==> config.mk <==
export PLATFORM = sky130hd
export DESIGN_NAME = cmd_scheduler
export DESIGN_NICKNAME = d
export VERILOG_FILES = /design/src/rtl/cmd_sched_pkg.sv /design/src/rtl/cmd_scheduler_fifo.sv /design/src/rtl/cmd_scheduler.sv
export SDC_FILE = /design/constraint.sdc
export NUM_CORES = 1
export LEC_CHECK = 0
export BUFFER_PORTS_ARGS = -buffer_cell sky130_fd_sc_hd__buf_2
export CAP_MARGIN = 15
export CORE_ASPECT_RATIO = 0.8
export CORE_UTILIZATION = 50
export CTS_CLUSTER_DIAMETER = 80
export CTS_CLUSTER_SIZE = 12
export DETAILED_ROUTE_END_ITERATION = 8
export GPL_TIMING_DRIVEN = 0
export PLACE_DENSITY = 0.69
export SLEW_MARGIN = 20
export SYNTH_ARGS = -nofsm -noshare
export SYNTH_HDL_FRONTEND = slang
export SYNTH_SLANG_ARGS = --single-unit
==> constraint.sdc <==
create_clock -name osc_signal -period 5.37 [get_ports osc_signal]
set_input_delay 1.074 -clock osc_signal [delete_from_list [all_inputs] [get_ports osc_signal]]
set_output_delay 1.074 -clock osc_signal [all_outputs]
set_load 0.02 [all_outputs]
==> src/rtl/cmd_sched_pkg.sv <==
// Shared types and constants for the command scheduler.
//   state_e      : sequencer states
//   STAT_*       : bit positions inside the host status byte
//   *_DEF        : default oscillator rate and delay ceiling
//   delay_load() : converts a microsecond request into a down-counter preload
package cmd_sched_pkg;

  typedef enum logic [1:0] {
    IDLE  = 2'd0,
    ISSUE = 2'd1,
    RUN   = 2'd2,
    DELAY = 2'd3
  } state_e;

  localparam int STAT_OVF  = 7;
  localparam int STAT_BUSY = 6;
  localparam int STAT_DLY  = 5;

  localparam int CLK_MHZ_DEF    = 24;
  localparam int MAX_UDELAY_DEF = 2730;

  localparam int CMD_W   = 4;
  localparam int ARG_W   = 8;
  localparam int ENTRY_W = CMD_W + ARG_W;
  localparam int DLY_W   = 16;

  // Saturate first, then scale: 24 * 2730 - 1 = 65519 still fits in 16 bits.
  // Only called with us != 0, so the subtraction never wraps.
  function automatic logic [DLY_W-1:0] delay_load(input logic [11:0] us,
                                                  input int          clk_mhz,
                                                  input int          max_us);
    logic [31:0] sat;
    sat = (32'(us) > 32'(max_us)) ? 32'(max_us) : 32'(us);
    return DLY_W'(32'(clk_mhz) * sat - 32'd1);
  endfunction

endpackage

==> src/rtl/cmd_scheduler_fifo.sv <==
// cmd_fifo: synchronous FIFO holding queued {cmd,arg} entries.
//   clk_i, rst_ni : clock, asynchronous active-low reset
//   push_i/data_i : write request and entry (ignored when full or flushing)
//   pop_i         : read request (ignored when empty); data_o is the head
//   flush_i       : empties the FIFO, wins over push and pop
//   count_o       : occupancy before this edge's push/pop
//   full_o/empty_o: occupancy flags
// DEPTH must be a power of two so the pointers wrap naturally.
module cmd_fifo
  import cmd_sched_pkg::*;
#(
  parameter int DEPTH = 4,
  parameter int WIDTH = ENTRY_W
) (
  input  logic             clk_i,
  input  logic             rst_ni,
  input  logic             push_i,
  input  logic [WIDTH-1:0] data_i,
  input  logic             pop_i,
  input  logic             flush_i,
  output logic [WIDTH-1:0] data_o,
  output logic [3:0]       count_o,
  output logic             full_o,
  output logic             empty_o
);

  localparam int AW = (DEPTH > 1) ? $clog2(DEPTH) : 1;

  logic [AW-1:0]    wr_ptr_q, rd_ptr_q;
  logic [3:0]       cnt_q;
  logic [WIDTH-1:0] mem_q [DEPTH];
  logic             do_push, do_pop;

  assign full_o  = (cnt_q == 4'(DEPTH));
  assign empty_o = (cnt_q == 4'd0);
  assign do_push = push_i & ~full_o & ~flush_i;
  assign do_pop  = pop_i & ~empty_o & ~flush_i;
  assign data_o  = mem_q[rd_ptr_q];
  assign count_o = cnt_q;

  always_ff @(posedge clk_i or negedge rst_ni) begin
    if (!rst_ni) begin
      wr_ptr_q <= '0;
      rd_ptr_q <= '0;
      cnt_q    <= '0;
    end else if (flush_i) begin
      wr_ptr_q <= '0;
      rd_ptr_q <= '0;
      cnt_q    <= '0;
    end else begin
      if (do_push) wr_ptr_q <= wr_ptr_q + AW'(1);
      if (do_pop)  rd_ptr_q <= rd_ptr_q + AW'(1);
      case ({do_push, do_pop})
        2'b10:   cnt_q <= cnt_q + 4'd1;
        2'b01:   cnt_q <= cnt_q - 4'd1;
        default: cnt_q <= cnt_q;
      endcase
    end
  end

  // Storage needs no reset: an entry is only read after it was written.
  always_ff @(posedge clk_i) begin
    if (do_push) mem_q[wr_ptr_q] <= data_i;
  end

endmodule

==> src/rtl/cmd_scheduler.sv <==
// cmd_scheduler: queues host commands and issues them one at a time to the
// payload engine, then waits out the requested post-command delay.
//   osc_signal, reset_n        : sole clock, asynchronous active-low reset
//   push_valid/cmd/arg/ready   : host enqueue path
//   flush                      : empties the queue and clears overflow
//   cmd_start/cmd_nr/cmd_arg   : issue pulse and held command to the engine
//   cmd_done/cmd_delay_us      : completion pulse and post-command delay
//   status                     : {ovf, busy, delay, 0, count}, registered
//   idle                       : registered "IDLE and queue empty"
//
// state | meaning
// IDLE  | nothing running; issue when the queue holds an entry
// ISSUE | pop head into cmd_nr/cmd_arg, pulse cmd_start next cycle
// RUN   | engine busy, waiting for cmd_done
// DELAY | counting down CLK_MHZ*us cycles after a command
module cmd_scheduler
  import cmd_sched_pkg::*;
#(
  parameter int DEPTH      = 4,
  parameter int CLK_MHZ    = CLK_MHZ_DEF,
  parameter int MAX_UDELAY = MAX_UDELAY_DEF
) (
  input  logic        osc_signal,
  input  logic        reset_n,
  input  logic        push_valid,
  input  logic [3:0]  push_cmd,
  input  logic [7:0]  push_arg,
  output logic        push_ready,
  input  logic        flush,
  output logic        cmd_start,
  output logic [3:0]  cmd_nr,
  output logic [7:0]  cmd_arg,
  input  logic        cmd_done,
  input  logic [11:0] cmd_delay_us,
  output logic [7:0]  status,
  output logic        idle
);

  state_e             state_q, state_d;
  logic [DLY_W-1:0]   dly_q, dly_d;
  logic               ovf_q;
  logic               cmd_start_q;
  logic [CMD_W-1:0]   cmd_nr_q;
  logic [ARG_W-1:0]   cmd_arg_q;
  logic [7:0]         status_q, status_d;
  logic               idle_q;

  logic               fifo_pop, fifo_full, fifo_empty;
  logic [ENTRY_W-1:0] fifo_head;
  logic [3:0]         fifo_cnt;

  assign fifo_pop = (state_q == ISSUE);

  cmd_fifo #(
    .DEPTH (DEPTH),
    .WIDTH (ENTRY_W)
  ) u_fifo (
    .clk_i   (osc_signal),
    .rst_ni  (reset_n),
    .push_i  (push_valid),
    .data_i  ({push_cmd, push_arg}),
    .pop_i   (fifo_pop),
    .flush_i (flush),
    .data_o  (fifo_head),
    .count_o (fifo_cnt),
    .full_o  (fifo_full),
    .empty_o (fifo_empty)
  );

  always_comb begin
    state_d = state_q;
    dly_d   = dly_q;
    case (state_q)
      IDLE: begin
        if (!fifo_empty) state_d = ISSUE;
      end
      // A flush landing on the IDLE->ISSUE edge leaves nothing to pop;
      // fall back to IDLE without pulsing the engine.
      ISSUE: begin
        state_d = fifo_empty ? IDLE : RUN;
      end
      RUN: begin
        if (cmd_done) begin
          if (cmd_delay_us == 12'd0) begin
            state_d = IDLE;
          end else begin
            state_d = DELAY;
            dly_d   = delay_load(cmd_delay_us, CLK_MHZ, MAX_UDELAY);
          end
        end
      end
      DELAY: begin
        if (dly_q == '0) state_d = IDLE;
        else             dly_d   = dly_q - DLY_W'(1);
      end
      default: state_d = IDLE;
    endcase
  end

  always_comb begin
    status_d            = 8'h00;
    status_d[STAT_OVF]  = ovf_q;
    status_d[STAT_BUSY] = (state_q != IDLE);
    status_d[STAT_DLY]  = (state_q == DELAY);
    status_d[3:0]       = fifo_cnt;
  end

  always_ff @(posedge osc_signal or negedge reset_n) begin
    if (!reset_n) begin
      state_q     <= IDLE;
      dly_q       <= '0;
      ovf_q       <= 1'b0;
      cmd_start_q <= 1'b0;
      cmd_nr_q    <= '0;
      cmd_arg_q   <= '0;
      status_q    <= 8'h00;
      idle_q      <= 1'b1;
    end else begin
      state_q     <= state_d;
      dly_q       <= dly_d;
      // Full is judged on the pre-pop count; a flush drops the push silently.
      if (flush)                       ovf_q <= 1'b0;
      else if (push_valid && fifo_full) ovf_q <= 1'b1;
      cmd_start_q <= fifo_pop && !fifo_empty;
      if (fifo_pop && !fifo_empty) begin
        cmd_nr_q  <= fifo_head[ENTRY_W-1:ARG_W];
        cmd_arg_q <= fifo_head[ARG_W-1:0];
      end
      status_q    <= status_d;
      idle_q      <= (state_q == IDLE) && fifo_empty;
    end
  end

  assign push_ready = ~fifo_full;
  assign cmd_start  = cmd_start_q;
  assign cmd_nr     = cmd_nr_q;
  assign cmd_arg    = cmd_arg_q;
  assign status     = status_q;
  assign idle       = idle_q;

endmodule

# Word-level counts from Yosys, hierarchy flattened
# Memory sizes are Yosys's and may differ from the RTL's. A register that Yosys moved wholly into a read port is not among the register bits.
# Index checks and enable logic that the tools add are counted.
dict set report classes {
  order_cmp 1
  n_mul 1
  muxes 21
  eq_ne 11
  bitwise_logic 7
  add_sub_neg 6
  n_reduce_logical 17
}
# op n
set op_table {}
lappend op_table {{$mux 16} 3}
lappend op_table {{$pmux 16 s2} 1}
lappend op_table {{$sub 16x1->16 const B} 2}
lappend op_table {{$mux 2} 9}
lappend op_table {{$logic_not 16->1} 1}
lappend op_table {{$mul 2x12->13 const A} 1}
lappend op_table {{$gt 12x12->1 const B} 1}
lappend op_table {{$logic_not 12->1} 1}
lappend op_table {{$mux 12} 1}
lappend op_table {{$reduce_bool 2->1} 5}
lappend op_table {{$ne 2x2->1 const B} 4}
lappend op_table {{$pmux 2 s4} 1}
lappend op_table {{$pmux 4 s2} 1}
lappend op_table {{$eq 2x2->1 const B} 3}
lappend op_table {{$add 2x1->2 const B} 2}
lappend op_table {{$add 4x1->4 const B} 1}
lappend op_table {{$and 1x1->1} 4}
lappend op_table {{$eq 2x1->1 const B} 2}
lappend op_table {{$eq 4x3->1 const B} 1}
lappend op_table {{$logic_not 4->1} 1}
lappend op_table {{$mux 1} 4}
lappend op_table {{$mux 4} 1}
lappend op_table {{$reduce_and 4->1} 1}
lappend op_table {{$sub 4x1->4 const B} 1}
lappend op_table {{7 further kinds} 12}
dict set report totals {
  ff_bits 36
  mem_count 1
  in_bits 29
  ramBits 48
  out_inout_bits 23
}
# memory words word_bits rd rd_ports_with_merged_regs wr line_no
set mem_list {}
lappend mem_list {u_fifo.mem_q 4 12 1 1 1 cmd_scheduler_fifo.sv:31} ;# logic [WIDTH-1:0] mem_q [DEPTH];

# Depth between registers and ports, before layout
# Gate-level depths: netlist (run 1).
dict set report logic_depth {
  word_depth 7
  ltp_mapped 17
  mapped_depth_nobuf 16
}

# By module
# Synthesis (run 1) repeated with hierarchy kept, for this count alone.
dict set report hier_totals {
  cells_unflattened 452
  hier_area_um2 5402.7
}
# module cells_each seq_area_each_um2 area_each_um2 instances
set modules_own_cells {}
lappend modules_own_cells {cmd_scheduler 326 1002.2 3025.4 1}
lappend modules_own_cells {cmd_fifo 126 1641.6 2377.3 1}

# Least setup slack after synthesis (run 1)
# OpenSTA, ideal clock, no wires.
dict set report synth_timing {
  path_kind {input to register}
  startpoint {in cmd_delay_us[9]}
  endpoint {reg dly_q[15]}
  setup_slack_ps 947
  stages 15
  required_time_ps 5248
  arrival_time_ps 4302
  path_cell_list {a21o_1 and2_1 a21oi_1 and2_2 ha_1 and3_2 a311oi_1 xnor2_1 mux2_2 a21oi_1 nand4_1 nor2_1 or4b_4 mux2i_1 nand2_1}
}
dict set report synth_between {
  elab_chain_len 7
  word_cells_on_any_way 10
  cone_classes {1 x add/sub; 1 x mul; 1 x order compare; 1 x eq/ne; 4 x mux; 2 x reduce/logical}
}
# item line_no
set synth_rtl {}
lappend synth_rtl {{start: declaration} cmd_scheduler.sv:34} ;# input logic [11:0] cmd_delay_us,
lappend synth_rtl {{$gt 12x12->1} cmd_sched_pkg.sv:33} ;# sat = (32'(us) > 32'(max_us)) ? 32'(max_us) : 32'(us);
lappend synth_rtl {{$mux 12} cmd_sched_pkg.sv:33}
lappend synth_rtl {{$mul 2x12->13} cmd_sched_pkg.sv:34} ;# return DLY_W'(32'(clk_mhz) * sat - 32'd1);
lappend synth_rtl {{$sub 16x1->16} cmd_sched_pkg.sv:34}
lappend synth_rtl {{$mux 16} cmd_scheduler.sv:84} ;# if (cmd_delay_us == 12'd0) begin
lappend synth_rtl {{$mux 16} cmd_scheduler.sv:83} ;# if (cmd_done) begin
lappend synth_rtl {{$pmux 16 s2} cmd_scheduler.sv:73} ;# case (state_q)
lappend synth_rtl {{end signal: assignment} cmd_scheduler.sv:120} ;# dly_q <= dly_d;
lappend synth_rtl {{end: declaration} cmd_scheduler.sv:40} ;# logic [DLY_W-1:0] dly_q, dly_d;
# Several ways; a longest one is shown, not always the timed one. The select of a mux whose other input is x is not followed.
# A chain may end at the register's enable or synchronous reset.

# Worst setup path after layout (run 1)
dict set report layout_timing {
  startpoint {in cmd_delay_us[4]}
  endpoint {reg dly_q[15]}
}
# Same word-level chain as after synthesis.

==> results.py, run 1 <==
metrics = {
    "setup_path": {
        "crit_top_cell": "a21oi_1",
        "worstSetupEndpoint": "dly_q[15]",
        "cpPeakStageDelay_ns": 0.50,
        "reg2regPathDepth": 12,
        "reg2reg_to": "dly_q[6]",
        "crit_arrival_ns": 5.03,
        "r2r_setup_slack_ns": 1.67,
        "cp_cell_sequence": "buf_2 > a21oi_1 > o21ai_1 > a21oi_1 > and2_2 > ha_1 > and3_2 > a311oi_1 > xnor2_1 > mux2_2 > a21oi_1 > nand4_1 > nor2_1 > or4b_4 > mux2i_1 > nand2_1",
        "setup.worst_path.start_class": "primary input",
        "crit_start": "cmd_delay_us[4]",
        "crit_slowest_cell": "a21oi_1",
        "timing.rr.start": "dly_q[0]",
        "worst-path-max-fanout": 8,
        "worstPathRequired_ns": 5.59,
        "worstSetupPathType": "in2reg",
        "cp-end-kind": "register",
    },
    "final_layout": {
        "stdcell_area_um2": 5910,
        "drive_gt1_share_pct": 21.4,
        "final_cell_mix": "48 x buf_2, 48 x edfxtp_1, 47 x dfrtp_1",
        "n_antenna_cell": 0,
        "multiInputGateArea_um2": 2390,
        "num-nets-final": 570,
        "area_delta_synth_final_pct": 14.1,
        "seq_area_um2": 2640,
        "nFillCells": 848,
    },
    "job": {
        "drv_cap": 0,
    },
    "synthesis": {
        "syn_avg_cell_area_um2": 11.2,
        "ys_ff_latch": 96,
        "yosys_warnings": 0,
        "synth_area_um2": 5180,
        "syn-num-nets": 510,
        "ys_seq_area_share_pct": 51.0,
        "synth_area_leaders": "edfxtp_1 28%, dfrtp_1 23%, mux4_2 5.2%",
        "yosysUniqueCellTypes": 68,
        "synthArstFlopShare_pct": 50.0,
        "synth_edf_count": 48,
        "ys.flop_type": "edfxtp_1",
        "synth.top_cell.area_share_pct": 27.8,
        "synthCells": 462,
        "synth_area_leader_cell": "edfxtp_1",
    },
    "placement": {
        "hpwl_mm": 7.56,
        "place_area_um2": 5610,
        "place.gp.congestion": 0.883,
        "io_buffers": 49,
    },
    "clock_tree": {
        "clock_latency_ns": 0.34,
        "cts_made_buffers": 9,
        "clkTransAtPathRegs_ns": 0.06,
        "cts-hold-fix-buffers": 0,
        "htreeDepth": 3,
        "cts_tree": "done",
        "clock_sinks": 96,
        "post_cts_buffers": 0,
        "root_buffer": "clkbuf_16",
        "cts-resized-gates": 0,
        "clk_path_buf_depth": 2,
    },
    "sta": {
        "worst_slew_pin_slew_ns": 0.819,
        "fmax_mhz": 208,
        "tns_ns": 0,
        "final_hold_viol_count": 0,
        "skew_ns": 0.00414,
        "slew_headroom_pct": 45.4,
        "maxSlewViolCount": 0,
        "rsz0062_at_grt": "no",
        "setup_violations": 0,
        "fin_crit_sh_pct": 89.5,
        "finalCriticalPeriod_ns": 4.81,
    },
    "global_route": {
        "grt_pass1_wl_mm": 17.6,
        "grtUsageMet2_pct": 31.4,
        "grt_max_degree": 49,
        "grt_use_met3_pct": 5.57,
        "busiest_layer": "met1",
        "use_met1_pct": 31.8,
        "antenna_found_initial": 0,
        "grt_use_total_pct": 21.4,
        "grt_pass1_vias": 3624,
        "gr-total-overflow": 0,
    },
    "floorplan": {
        "start_util_pct": 52.6,
        "coreArea_um2": 9850,
        "die_w_um": 116,
        "die_area_um2": 10800,
        "rows": 32,
        "io_pins": 52,
        "die_h_um": 93.1,
    },
    "pwr": {
        "ir_drop_v": 0.000213,
        "p_leak_nw": 2.36,
        "finalPower_mw": 2.54,
        "powerDensity_nw_per_um2": 429,
    },
    "drt": {
        "viasPerCell": 5.67,
        "via_count": 3761,
        "detail_route.wirelength_mm": 10.5,
        "final_antenna_net_count": 0,
        "wl_per_cell_um": 15.9,
        "firstDrtPassIters": 4,
        "drt_iter0_markers": 289,
        "drc": 0,
    },
    "outcome": {
        "status": "complete, no violations",
    },
    "worst_hold_path": {
        "hold_path_class": "reg2reg",
    },
}
==> synthesized netlist by cell type (all sizes together) (3+ instances only) <==
master   n
edfxtp  48
dfrtp   47
nor2    44
a21oi   30
nand2   29
o21ai   26
ha      18
inv     15
nor3    15
xnor2   15
mux2    14
clkbuf  13
and2    12
mux4    12
nand3    9
a21o     8
or3      8
xor2     8
buf      7
o211ai   7
nand2b   6
nor2b    6
nor4     5
or2      5
or4      5
nand4    4
a31oi    3
and3     3
mux2i    3
o21a     3
==> final cells by class <==
class,count,area share (%)
flip-flops and latches,96,44.7
multi-input cells,331,40.4
repair buffers,49,4.19
clock buffers,10,4.04
well taps,136,2.88
plain buffers,20,1.65
clock inverters,6,1.14
inverters,15,0.952
==> flip-flops by register name, indices dropped and copies added (netlist names) <==
name             cells
u_fifo.mem_q        48
state_q              2
status               7
ovf_q                1
cmd_start            1
u_fifo.rd_ptr_q      2
cmd_arg              8
dly_q               16
cmd_nr               4
u_fifo.wr_ptr_q      2
idle                 1
u_fifo.count_o       4
==> how the worst min path moves through the flow <==
stage,start,end,cells past startpoint
after floorplan,ovf_q,status[7],0
after global placement,ovf_q,status[7],0
after CTS,ovf_q,status[7],0
final,ovf_q,status[7],0
after detailed placement,ovf_q,status[7],0
after global routing,ovf_q,status[7],0
==> through the flow <==
stage | hold WS, ns | worst slack (ns) | utilization (%) | std cells
2_1_floorplan | 0.354 | 0.947 | - | 462
4_1_cts | 0.381 | 0.648 | 60.0 | 663
3_3_place_gp | 0.362 | 0.318 | 56.9 | 647
6_report | 0.379 | 0.563 | 60.0 | 663
5_1_grt | 0.392 | 0.0964 | 60.0 | 663
3_5_place_dp | 0.366 | 0.284 | 56.9 | 647
==> worst max-delay path: cells and delay by family <==
family / cells / cell delay, ns
adder cells (fa/ha/maj): 1 / 0.28
XOR/XNOR: 1 / 0.12
AND/OR/NAND/NOR: 6 / 1.48
multiplexers: 2 / 0.45
AO/OA/AOI/OAI: 5 / 1.48
buffers and inverters: 1 / 0.15
==> cell families after synthesis <==
logic type               after synthesis  share of synthesized area [%]
AND/OR/NAND/NOR                      157                           15.5
other                                  1                         0.0723
adder cells (fa/ha/maj)               19                           4.73
XOR/XNOR                              23                           3.89
flip-flops                            96                           51.0
buffers and inverters                 35                           2.97
multiplexers                          29                           8.83
AO/OA/AOI/OAI                        102                           13.0
==> layer usage <==
| metal | vias up | routed length, µm | part of all wire (%) |
|---|---|---|---|
| li1 | 1834 | - | - |
| met1 | 1845 | 5310 | 50 |
| met2 | 75 | 4700 | 45 |
| met3 | 7 | 482 | 4.6 |
| met4 | 0 | 46 | 0.44 |
| met5 | - | 0 | 0 |
==> power by group <==
| group | internal [mW] | switching (mW) | leakage, nW |
|---|---|---|---|
| logic | 0.352 | 0.503 | 1.18 |
| clock network | 0.375 | 0.265 | 0.145 |
| registers | 0.934 | 0.109 | 1.03 |
| total | 1.66 | 0.877 | 2.36 |
Power figures use the tool's default switching activity.
==> run 2: changes to the inputs <==
Settings changed: ABC_AREA set to 1.
==> run 2 against run 1 <==
Global-route usage increased by 2.1 points; via count up 17%; die area is 2.1% higher; final cell count increased by 26%; sequential cell count unchanged; power up 9.8%; sequential share of layout area fell by 1.0 points; critical path type unchanged.
==> results.py, run 2 <==
metrics = {
    "outcome": {
        "status": "complete, no violations",
    },
    "setup_path": {
        "worst-path-max-fanout": 10,
        "cp-end-kind": "register",
        "worstPathRequired_ns": 5.64,
        "r2r_setup_slack_ns": 2.31,
        "setup.worst_path.start_class": "primary input",
        "crit_arrival_ns": 4.09,
        "worstSetupPathType": "in2reg",
    },
    "floorplan": {
        "die_area_um2": 11000,
        "die_h_um": 94.1,
        "io_pins": 52,
        "rows": 33,
        "coreArea_um2": 10300,
        "start_util_pct": 51.5,
        "die_w_um": 117,
    },
    "clock_tree": {
        "clk_path_buf_depth": 2,
        "cts_tree": "done",
        "post_cts_buffers": 0,
        "root_buffer": "clkbuf_16",
        "clock_sinks": 96,
        "htreeDepth": 3,
        "clkTransAtPathRegs_ns": 0.07,
        "cts_made_buffers": 9,
        "clock_latency_ns": 0.34,
        "cts-resized-gates": 0,
        "cts-hold-fix-buffers": 0,
    },
    "final_layout": {
        "multiInputGateArea_um2": 2290,
        "n_antenna_cell": 0,
        "drive_gt1_share_pct": 16.6,
        "final_cell_mix": "125 x nand2_1, 82 x nor2_1, 80 x inv_1",
        "final_common_cell": "nand2_1",
        "nFillCells": 905,
        "seq_area_um2": 2640,
        "regMostFlops": "u_fifo.mem_q",
        "largest_reg_flops": 48,
        "num-nets-final": 737,
        "area_delta_synth_final_pct": 14.2,
    },
    "global_route": {
        "busiest_layer": "met2",
        "gr-total-overflow": 0,
        "grtUsageMet2_pct": 35.0,
        "grt_max_degree": 49,
        "grt_pass1_vias": 4101,
        "antenna_found_initial": 0,
        "grt_use_total_pct": 23.5,
        "grt_pass1_wl_mm": 19.5,
        "use_met1_pct": 34.5,
        "grt_use_met3_pct": 5.55,
    },
    "synthesis": {
        "syn_avg_cell_area_um2": 8.44,
        "yosys_warnings": 0,
        "synth_area_leader_cell": "edfxtp_1",
        "synth.top_cell.area_share_pct": 27.2,
        "yosysMostFrequentCell": "nand2_1",
        "syn-num-nets": 676,
        "ys.flop_type": "edfxtp_1",
        "synthArstFlopShare_pct": 50.0,
        "synth_edf_count": 48,
        "yosysUniqueCellTypes": 45,
        "synth_area_um2": 5300,
        "ys_ff_latch": 96,
        "synthCells": 628,
        "ys_seq_area_share_pct": 49.9,
        "yosys-top-cells-count": "125 x nand2_1, 86 x nor2_1, 80 x inv_1, 48 x edfxtp_1, 48 x o21ai_0",
        "synth_area_leaders": "edfxtp_1 27%, dfrtp_1 22%, nand2_1 8.9%",
    },
    "sta": {
        "fin_crit_sh_pct": 71.2,
        "tns_ns": 0,
        "setup_violations": 0,
        "final_hold_viol_count": 0,
        "skew_ns": 0.00747,
        "rsz0062_at_grt": "no",
        "maxSlewViolCount": 0,
        "slew_headroom_pct": 48.1,
        "worst_slew_pin_slew_ns": 0.773,
        "finalCriticalPeriod_ns": 3.82,
        "fmax_mhz": 262,
    },
    "pwr": {
        "powerDensity_nw_per_um2": 460,
        "finalPower_mw": 2.79,
        "ir_drop_v": 0.000368,
        "p_leak_nw": 2.80,
    },
    "drt": {
        "detail_route.wirelength_mm": 11.9,
        "viasPerCell": 5.26,
        "firstDrtPassIters": 5,
        "drt_iter0_markers": 264,
        "wl_per_cell_um": 14.3,
        "via_count": 4388,
        "final_antenna_net_count": 0,
        "drc": 0,
    },
    "job": {
        "drv_cap": 0,
    },
    "worst_hold_path": {
        "hold_path_class": "reg2reg",
    },
    "placement": {
        "hpwl_mm": 8.68,
        "io_buffers": 50,
        "place.gp.congestion": 0.802,
    },
}
-- run 2: path summary, 6_finish.rpt --
| path | depth (start not counted) | to | start |
|---|---|---|---|
| max | 22 | dly_q[14] | cmd_delay_us[6] |
| min | 0 | status[7] | ovf_q |
| max reg2reg | 18 | dly_q[9] | dly_q[0] |
| min reg2reg | 0 | status[7] | ovf_q |
| max in group asynchronous | 1 | cmd_nr[1] | reset_n |
| min in group asynchronous | 1 | cmd_nr[0] | reset_n |
-- run 2: cells by family after synthesis --
kind of cell    Yosys count  synth area share [%]
buf+inv                  98                  7.09
xor+xnor                  6                 0.992
compound gates          110                  11.6
fa+ha+maj                19                  4.63
flops                    96                  49.9
other cells               1                0.0708
simple gates            298                  25.7
-- run 2: through the flow --
step	cell area, µm²	instances	hold WS (ns)	util [%]	setup slack, ns
floorplan	5300	628	0.354	-	1.82
global placement	5720	818	0.364	55.7	1.30
detailed placement	5730	818	0.365	55.7	1.25
CTS	6040	834	0.389	58.8	1.59
global route	6050	834	0.396	58.9	1.28
finish	6050	834	0.387	58.9	1.55
-- run 2: metal layers --
layer	routed length [µm]	part of all wire, %	up-vias
li1	-	-	2207
met1	5800	49	2046
met2	5260	44	126
met3	732	6.1	9
met4	112	0.94	0
met5	0	0	-
-- run 2: final cells by class --
type | count | share of cell area [%]
clock buffers | 11 | 3.85
well taps | 140 | 2.89
plain buffers | 14 | 0.993
multi-input cells | 434 | 37.8
flip-flops and latches | 96 | 43.7
clock inverters | 5 | 1.36
repair buffers | 50 | 4.18
inverters | 84 | 5.21
-- run 2: where the power goes --
part	internal (mW)	switching, mW	leakage [nW]
registers	0.957	0.116	1.03
logic	0.338	0.702	1.62
clock network	0.409	0.264	0.154
-- run 2: critical path, stage by stage --
cell and delay (ns):
buf_2 0.10, inv_1 0.10, nand2_1 0.08, nor2_1 0.15, nand4_1 0.18, nand2_4 0.19, inv_1 0.15, nor2_1 0.21
inv_1 0.07, ha_1 0.25, ha_1 0.20, inv_1 0.11, nand3_1 0.17, a21oi_2 0.20, nand3_1 0.12, nor2_2 0.17
nand3_2 0.12, nor2_4 0.14, nand3_1 0.08, nand2_1 0.06, nand3_1 0.06, a21oi_1 0.12
